--- src/rtl/wb_sram_responder_pkg.sv ---
// ------------------------------------------------------------------------------------
// rvj1_wb_pkg : shared types and constants for the Wishbone SRAM responder.  Rev 1.0
// ------------------------------------------------------------------------------------
`default_nettype none

package rvj1_wb_pkg;

  localparam int unsigned WB_DAT_W     = 32;
  localparam int unsigned WB_SEL_W     = 4;
  localparam int unsigned SRAM_WMASK_W = 4;
  localparam logic [WB_DAT_W-1:0] MISS_RDATA = 32'h0;

  typedef enum logic [1:0] {
    IDLE   = 2'd0,
    ACCESS = 2'd1,
    WAIT   = 2'd2,
    ACK    = 2'd3
  } state_e;

  // True when adr lies in the naturally aligned window of 2^lsb bytes starting at base.
  function automatic logic window_hit(input logic [31:0] adr,
                                      input logic [31:0] base,
                                      input int unsigned lsb);
    return (adr >> lsb) == (base >> lsb);
  endfunction

endpackage

`default_nettype wire

--- src/rtl/wb_sram_responder_if.sv ---
// ------------------------------------------------------------------------------------
// wb_sram_responder_if : Wishbone classic slave-side bus bundle.  Rev 1.0
// ------------------------------------------------------------------------------------
`default_nettype none

interface wb_sram_responder_if;
  import rvj1_wb_pkg::*;

  logic                wbs_cyc_i;
  logic                wbs_stb_i;
  logic                wbs_we_i;
  logic [WB_SEL_W-1:0] wbs_sel_i;
  logic [31:0]         wbs_adr_i;
  logic [WB_DAT_W-1:0] wbs_dat_i;
  logic                wbs_ack_o;
  logic [WB_DAT_W-1:0] wbs_dat_o;

  modport master (
    output wbs_cyc_i, wbs_stb_i, wbs_we_i, wbs_sel_i, wbs_adr_i, wbs_dat_i,
    input  wbs_ack_o, wbs_dat_o
  );

  modport slave (
    input  wbs_cyc_i, wbs_stb_i, wbs_we_i, wbs_sel_i, wbs_adr_i, wbs_dat_i,
    output wbs_ack_o, wbs_dat_o
  );

endinterface

`default_nettype wire

--- src/rtl/wb_sram_responder.sv ---
// ------------------------------------------------------------------------------------
// wb_sram_responder : Wishbone responder driving port 0 of one sky130 1rw1r SRAM.  Rev 1.0
// ------------------------------------------------------------------------------------
`default_nettype none

module wb_sram_responder
  import rvj1_wb_pkg::*;
#(
  parameter logic [31:0] BASE_ADDR        = 32'h3000_0000,
  parameter int unsigned ADDR_WIDTH_WORDS = 9,
  parameter int unsigned READ_LATENCY     = 1
) (
  input  wire logic                        wb_clk_i,
  input  wire logic                        wb_rst_i,
  wb_sram_responder_if.slave               wbs,
  output logic                             sram_clk0,
  output logic                             sram_csb0,
  output logic                             sram_web0,
  output logic [SRAM_WMASK_W-1:0]          sram_wmask0,
  output logic [ADDR_WIDTH_WORDS-1:0]      sram_addr0,
  output logic [WB_DAT_W-1:0]              sram_din0,
  input  wire logic [WB_DAT_W-1:0]         sram_dout0
);

  localparam logic [1:0] LAT_LAST = 2'(READ_LATENCY - 1);

  state_e                        state_q, state_d;
  logic                          ack_q, ack_d;
  logic [WB_DAT_W-1:0]           dat_q, dat_d;
  logic                          csb_q, csb_d;
  logic                          web_q, web_d;
  logic [SRAM_WMASK_W-1:0]       wmask_q, wmask_d;
  logic [ADDR_WIDTH_WORDS-1:0]   addr_q, addr_d;
  logic [WB_DAT_W-1:0]           din_q, din_d;
  logic [1:0]                    lat_q, lat_d;

  logic request;
  logic hit;
  logic needs_sram;
  logic unused_adr_lsb;

  assign request        = wbs.wbs_cyc_i & wbs.wbs_stb_i;
  assign hit            = window_hit(wbs.wbs_adr_i, BASE_ADDR, ADDR_WIDTH_WORDS + 2);
  // A write with no lanes selected is acknowledged without touching the macro.
  assign needs_sram     = hit & (~wbs.wbs_we_i | (|wbs.wbs_sel_i));
  assign unused_adr_lsb = ^wbs.wbs_adr_i[1:0];

  always_comb begin
    state_d = state_q;
    ack_d   = 1'b0;
    dat_d   = dat_q;
    csb_d   = 1'b1;
    web_d   = web_q;
    wmask_d = wmask_q;
    addr_d  = addr_q;
    din_d   = din_q;
    lat_d   = lat_q;

    unique case (state_q)
      IDLE: begin
        if (request) begin
          if (needs_sram) begin
            addr_d  = wbs.wbs_adr_i[ADDR_WIDTH_WORDS+1:2];
            din_d   = wbs.wbs_dat_i;
            wmask_d = wbs.wbs_sel_i;
            web_d   = ~wbs.wbs_we_i;
            csb_d   = 1'b0;
            state_d = ACCESS;
          end else begin
            ack_d   = 1'b1;
            dat_d   = MISS_RDATA;
            state_d = ACK;
          end
        end
      end
      ACCESS: begin
        lat_d = 2'd0;
        // Strobe is already issued, so a write aborted here still lands in the macro.
        if (!wbs.wbs_cyc_i) begin
          state_d = IDLE;
        end else if (!web_q) begin
          ack_d   = 1'b1;
          dat_d   = MISS_RDATA;
          state_d = ACK;
        end else begin
          state_d = WAIT;
        end
      end
      WAIT: begin
        if (!wbs.wbs_cyc_i) begin
          state_d = IDLE;
        end else if (lat_q == LAT_LAST) begin
          ack_d   = 1'b1;
          dat_d   = sram_dout0;
          state_d = ACK;
        end else begin
          lat_d = lat_q + 2'd1;
        end
      end
      ACK: begin
        dat_d   = MISS_RDATA;
        state_d = IDLE;
      end
      default: state_d = IDLE;
    endcase
  end

  always_ff @(posedge wb_clk_i) begin
    if (wb_rst_i) begin
      state_q <= IDLE;
      ack_q   <= 1'b0;
      dat_q   <= '0;
      csb_q   <= 1'b1;
      web_q   <= 1'b1;
      wmask_q <= '0;
      addr_q  <= '0;
      din_q   <= '0;
      lat_q   <= 2'd0;
    end else begin
      state_q <= state_d;
      ack_q   <= ack_d;
      dat_q   <= dat_d;
      csb_q   <= csb_d;
      web_q   <= web_d;
      wmask_q <= wmask_d;
      addr_q  <= addr_d;
      din_q   <= din_d;
      lat_q   <= lat_d;
    end
  end

  assign wbs.wbs_ack_o = ack_q;
  assign wbs.wbs_dat_o = dat_q;
  assign sram_clk0     = wb_clk_i;
  assign sram_csb0     = csb_q;
  assign sram_web0     = web_q;
  assign sram_wmask0   = wmask_q;
  assign sram_addr0    = addr_q;
  assign sram_din0     = din_q;

endmodule

`default_nettype wire
--- src/flat_wrapper.sv ---
// flat-port wrapper written by rule: the top's interface ports become plain ports
module wb_sram_responder_flat import rvj1_wb_pkg::*;
#(
  parameter logic [31:0] BASE_ADDR        = 32'h3000_0000,
  parameter int unsigned ADDR_WIDTH_WORDS = 9,
  parameter int unsigned READ_LATENCY     = 1
)
  (wb_clk_i, wb_rst_i, sram_clk0, sram_csb0, sram_web0, sram_wmask0, sram_addr0, sram_din0, sram_dout0, wbs_wbs_cyc_i, wbs_wbs_stb_i, wbs_wbs_we_i, wbs_wbs_sel_i, wbs_wbs_adr_i, wbs_wbs_dat_i, wbs_wbs_ack_o, wbs_wbs_dat_o);
  wb_sram_responder_if wbs_i ();
  input  wire logic wb_clk_i;
  input  wire logic wb_rst_i;
  output logic sram_clk0;
  output logic sram_csb0;
  output logic sram_web0;
  output logic [SRAM_WMASK_W-1:0] sram_wmask0;
  output logic [ADDR_WIDTH_WORDS-1:0] sram_addr0;
  output logic [WB_DAT_W-1:0] sram_din0;
  input  wire logic [WB_DAT_W-1:0] sram_dout0;
  input wire logic [$bits(wbs_i.wbs_cyc_i)-1:0] wbs_wbs_cyc_i;
  input wire logic [$bits(wbs_i.wbs_stb_i)-1:0] wbs_wbs_stb_i;
  input wire logic [$bits(wbs_i.wbs_we_i)-1:0] wbs_wbs_we_i;
  input wire logic [$bits(wbs_i.wbs_sel_i)-1:0] wbs_wbs_sel_i;
  input wire logic [$bits(wbs_i.wbs_adr_i)-1:0] wbs_wbs_adr_i;
  input wire logic [$bits(wbs_i.wbs_dat_i)-1:0] wbs_wbs_dat_i;
  output wire logic [$bits(wbs_i.wbs_ack_o)-1:0] wbs_wbs_ack_o;
  output wire logic [$bits(wbs_i.wbs_dat_o)-1:0] wbs_wbs_dat_o;
  assign wbs_i.wbs_cyc_i = wbs_wbs_cyc_i;
  assign wbs_i.wbs_stb_i = wbs_wbs_stb_i;
  assign wbs_i.wbs_we_i = wbs_wbs_we_i;
  assign wbs_i.wbs_sel_i = wbs_wbs_sel_i;
  assign wbs_i.wbs_adr_i = wbs_wbs_adr_i;
  assign wbs_i.wbs_dat_i = wbs_wbs_dat_i;
  assign wbs_wbs_ack_o = wbs_i.wbs_ack_o;
  assign wbs_wbs_dat_o = wbs_i.wbs_dat_o;
  wb_sram_responder #(.BASE_ADDR(BASE_ADDR), .ADDR_WIDTH_WORDS(ADDR_WIDTH_WORDS), .READ_LATENCY(READ_LATENCY)) u_core (.wb_clk_i(wb_clk_i), .wb_rst_i(wb_rst_i), .wbs(wbs_i), .sram_clk0(sram_clk0), .sram_csb0(sram_csb0), .sram_web0(sram_web0), .sram_wmask0(sram_wmask0), .sram_addr0(sram_addr0), .sram_din0(sram_din0), .sram_dout0(sram_dout0));
endmodule
--- config.mk ---
export PLATFORM = sky130hd
export DESIGN_NAME = wb_sram_responder_flat
export DESIGN_NICKNAME = d
export VERILOG_FILES = /design/src/rtl/wb_sram_responder_pkg.sv /design/src/rtl/wb_sram_responder_if.sv /design/src/rtl/wb_sram_responder.sv /design/src/flat_wrapper.sv
export SDC_FILE = /design/constraint.sdc
export NUM_CORES = 1
export LEC_CHECK = 0
export BUFFER_PORTS_ARGS = -buffer_cell sky130_fd_sc_hd__buf_2
export CORE_UTILIZATION = 45
export DETAILED_ROUTE_END_ITERATION = 8
export MAX_ROUTING_LAYER = met4
export PLACE_DENSITY_LB_ADDON = 0.15
export SLEW_MARGIN = 10
export SYNTH_ARGS = -nofsm -noshare
export SYNTH_HDL_FRONTEND = slang
export SYNTH_SLANG_ARGS = --single-unit
--- constraint.sdc ---
create_clock -name wb_clk_i -period 2.3 [get_ports wb_clk_i]
set_clock_uncertainty 0.15 [all_clocks]
set_input_delay 0.23 -clock wb_clk_i [delete_from_list [all_inputs] [get_ports wb_clk_i]]
set_output_delay 0.23 -clock wb_clk_i [all_outputs]
set_load 0.02 [all_outputs]
Yosys cells after proc, flatten, opt, wreduce, memory -nomap -nowiden
Index checks and enable logic that the tools add are counted.
{ "word_totals": {"out_inout_bits": 81, "word_cells": 61, "ff_bits": 84, "in_bits": 105} }
{ "classes": {"bitwise": 6, "n_addsub": 1, "n_mux": 24, "eq_ne": 12, "n_reduce_logical": 9} }
{ "ops": {"columns": ["op", "count"], "rows": [
  ["2-to-1 mux 32 bit", 6],
  ["case mux 32 bit (4 select lines)", 1],
  ["== test 21 x 19 -> 1 bit (second input constant)", 1],
  ["2-to-1 mux 2 bit", 7],
  ["inequality test 2 bit (second input constant)", 5],
  ["case mux 2 bit (4 select lines)", 1],
  ["2-to-1 mux 1 bit", 7],
  ["AND reduction 3 bit", 2],
  ["AND reduction 6 bit", 1],
  ["== test 2 bit (second input constant)", 2],
  ["zero test 2 bit", 2],
  ["inequality test 2 x 1 -> 1 bit (second input constant)", 2],
  ["case mux 2 bit (2 select lines)", 1],
  ["OR reduction 4 bit", 1],
  ["inequality test 3 x 2 -> 1 bit (second input constant)", 1],
  ["NOT 1 bit", 3],
  ["case mux 1 bit (3 select lines)", 1],
  ["OR reduction 3 bit", 1],
  ["adder 2 x 1 -> 2 bit (second input constant)", 1],
  ["AND 1 bit", 2],
  ["== test 2 x 1 -> 1 bit (second input constant)", 1],
  ["AND reduction 2 bit", 1],
  ["nonzero test 2 bit", 1],
  ["OR 1 bit", 1]
]} }

Depth between registers and ports, before layout
{ "depth": {"ltp_word": 6, "ltp_mapped": 8, "mapped_depth_nobuf": 7} }

==> flow_summary.toml <==
[outcome]
outcome = "complete, no violations"

[floorplan]
dieArea_um2 = 8100
initial_utilization_pct = 47.3
io_pins = 186
die_w_um = 90.0
die_h_um = 90.0
core_area_um2 = 7370
core.rowCount = 31

[critical_path]
slowest_delay_ps = 540
path_cells = "dlygate4sd3_1, buf_2, or4b_4, o211ai_4, nor2_2, a21oi_4, buf_12, mux2i_2"
ff2ff_setup_slack_ps = 120
cp.arrival_ps = 2460
critPathRequiredTime_ps = 2500
reg2reg_from = "u_core.state_q[1]"
worst-setup-path-type = "input port to register"
worst-r2r-cell-count = 7
cp_slowest_cell = "or4b_4"
cp_max_fo = 9
rr_endpoint = "u_core.wbs.wbs_dat_o[5]"
start_kind = "input port"
end_kind = "register"

[power_and_ir_drop]
p_comb_share_pct = 31.0
p_switching_w = 0.00130
clockPowerShare_pct = 30.7
intPower_w = 0.00294
p_leak_nw = 2.57
powerDensity_nw_per_um2 = 757
ir_drop_mv = 0.415
power.share.switching_pct = 30.7
p_seq_share_pct = 38.3

[cells_and_area]
fin_nets = 726
most-common-layout-cells = "buf_2, dfxtp_1, dlygate4sd3_1, mux2i_1, nor2_1"
final_common_cell = "buf_2"
fin_area_um2 = 5600
final_core_util_pct = 76.0
syn_to_final_growth_pct = 60.6
antenna_cells = 0
drive_gt1_share_pct = 36.0

[synthesis]
syn-cell-area_um2 = 3490
synth_edf_count = 0
yosys_most_used_dff = "dfxtp_1"
yosys_warnings = 0
synthDistinctLibCells = 35
synth_seq_cells = 84
syn_inst = 350
synth-async-reset-ratio_pct = 0
syn_nets = 461
seq_area_frac_synth_pct = 48.2
avgSynthCellArea_um2 = 9.96

[timing]
hold_viol = 0
setup_tns_ps = 0
max_clock_freq_ghz = 0.443
slew_headroom_pct = 54.4
setup_ws_ps = 43.3
final.min_clock_period_ps = 2260
worst_slew_pin_slew_ps = 678
hold_slack_ps = 125
setup_violations = 0
min_period_over_period_pct = 98.1
slew_violations = 0

[cts]
tritoncts = "built"
path_clk_slew_ps = 80
insertion_delay_ps = 440

[drt]
vias = 3451
drt-pass1-iter-count = 4
finalWirelength_um = 10100
wl_per_cell_um = 14.1
via_per_inst = 4.80
drt_iter0_drc = 81
drt_drc_violations_left = 0
ant_nets = 0

[place]
io_buffers = 183
pre_cts_slack_ps = 85.8
globalplace.congestion = 0.834
place_area_um2 = 4460
dp_hpwl_um = 5640

[grt]
first_global_vias = 3500
grt_overflow_total = 0
antenna_found_initial = 0
grt_pass1_wl_um = 15700
grtUsageTotal_pct = 24.8
grt_max_degree = 51

[flow_run]
cap_violations = 0

[worst_hold_path]
min_path_type = "input port to register"
hold_end = "u_core.state_q[1]"
hold_start = "wbs_wbs_stb_i"
hold-path-cell-count = 5
-- kinds of logic after synthesis --
group / Yosys count / share of synthesized area [%]
AOI/OAI and AO/OA: 15 / 3.16
muxes: 77 / 22.1
adders and majority gates: 6 / 2.15
buffers and inverters: 27 / 5.03
DFF: 84 / 48.2
and+or+nand+nor: 141 / 19.3
-- per-layer routing --
metal / GRT usage (%) / vias to the layer above / part of all wire, %
li1: - / 1691 / -
met1: 26.8 / 1594 / 41
met2: 44.0 / 146 / 51
met3: 4.57 / 20 / 5.9
met4: 11.7 / 0 / 2.2
met5: - / - / 0
-- registers in the layout (all words and copies together), names as in the netlist --
signal,flops
u_core.sram_web0,1
u_core.sram_wmask0,4
u_core.sram_din0,32
u_core.sram_csb0,1
u_core.lat_q,2
u_core.wbs.wbs_dat_o,32
u_core.wbs.wbs_ack_o,1
u_core.state_q,2
u_core.sram_addr0,9
-- worst max-delay path, delay by kind of cell --
| kind | cells | cell delay, ps |
|---|---|---|
| compound gates | 2 | 500 |
| buf+inv | 3 | 850 |
| mux | 1 | 250 |
| simple gates | 2 | 620 |
-- area by class of cell --
| cell class | count | area, µm² |
|---|---|---|
| Timing Repair Buffer | 272 | 1850 |
| Fill cell | 467 | 1770 |
| Sequential cell | 84 | 1680 |
| Multi-Input combinational cell | 239 | 1660 |
| Clock buffer | 16 | 211 |
| Tap cell | 99 | 124 |
| Clock inverter | 4 | 55.1 |
| Inverter | 5 | 18.8 |
-- repair_timing --
item | 4_1_cts | 5_1_grt
hold buffers | 80 | 0
setup buffers | 0 | 2
resized for setup | 0 | 7
endpoints found under the setup margin | 0 | 33
endpoints found under the hold margin | 79 | 0
-- Yosys cell counts (3+ instances only) --
cell type  count  share of area, %
inv_1          5              0.54
o21ai_0        4              0.57
nor2_1        51               5.5
mux2i_1       77                22
nand2_1       38               4.1
dfxtp_1       84                48
ha_1           6               2.2
nor4_1         3              0.54
nand2b_1      35               6.3
clkbuf_1      13               1.4
buf_12         3               1.7
a21oi_1        3              0.43
-- worst max-delay path by stage --
stage,startpoint,end,cells after the start
after floorplan,u_core.state_q[0],u_core.wbs.wbs_dat_o[0],7
after global placement,u_core.state_q[0],u_core.wbs.wbs_dat_o[24],7
after detailed placement,u_core.state_q[0],u_core.wbs.wbs_dat_o[5],7
after CTS,wbs_wbs_sel_i[0],u_core.wbs.wbs_dat_o[5],8
after global routing,wbs_wbs_sel_i[0],u_core.wbs.wbs_dat_o[5],8
final,wbs_wbs_sel_i[0],u_core.wbs.wbs_dat_o[5],8
-- power groups by stage --
stage | Sequential, W | Clock (W) | Combinational (W)
finish | 0.00162 | 0.00130 | 0.00131
global route | 0.00164 | 0.00140 | 0.00141
CTS | 0.00162 | 0.00132 | 0.00120
detailed placement | 0.00165 | 0.0000406 | 0.00109
global placement | 0.00165 | 0.0000406 | 0.00108
floorplan | 0.00176 | 0.0000508 | 0.000742
-- stage by stage --
stage / std cells / total power [W]
global placement: 616 / 0.00277
global route: 719 / 0.00444
finish: 719 / 0.00424
floorplan: 350 / 0.00255
CTS: 715 / 0.00415
detailed placement: 616 / 0.00278
No activity file was read; power rests on OpenSTA's default activity.
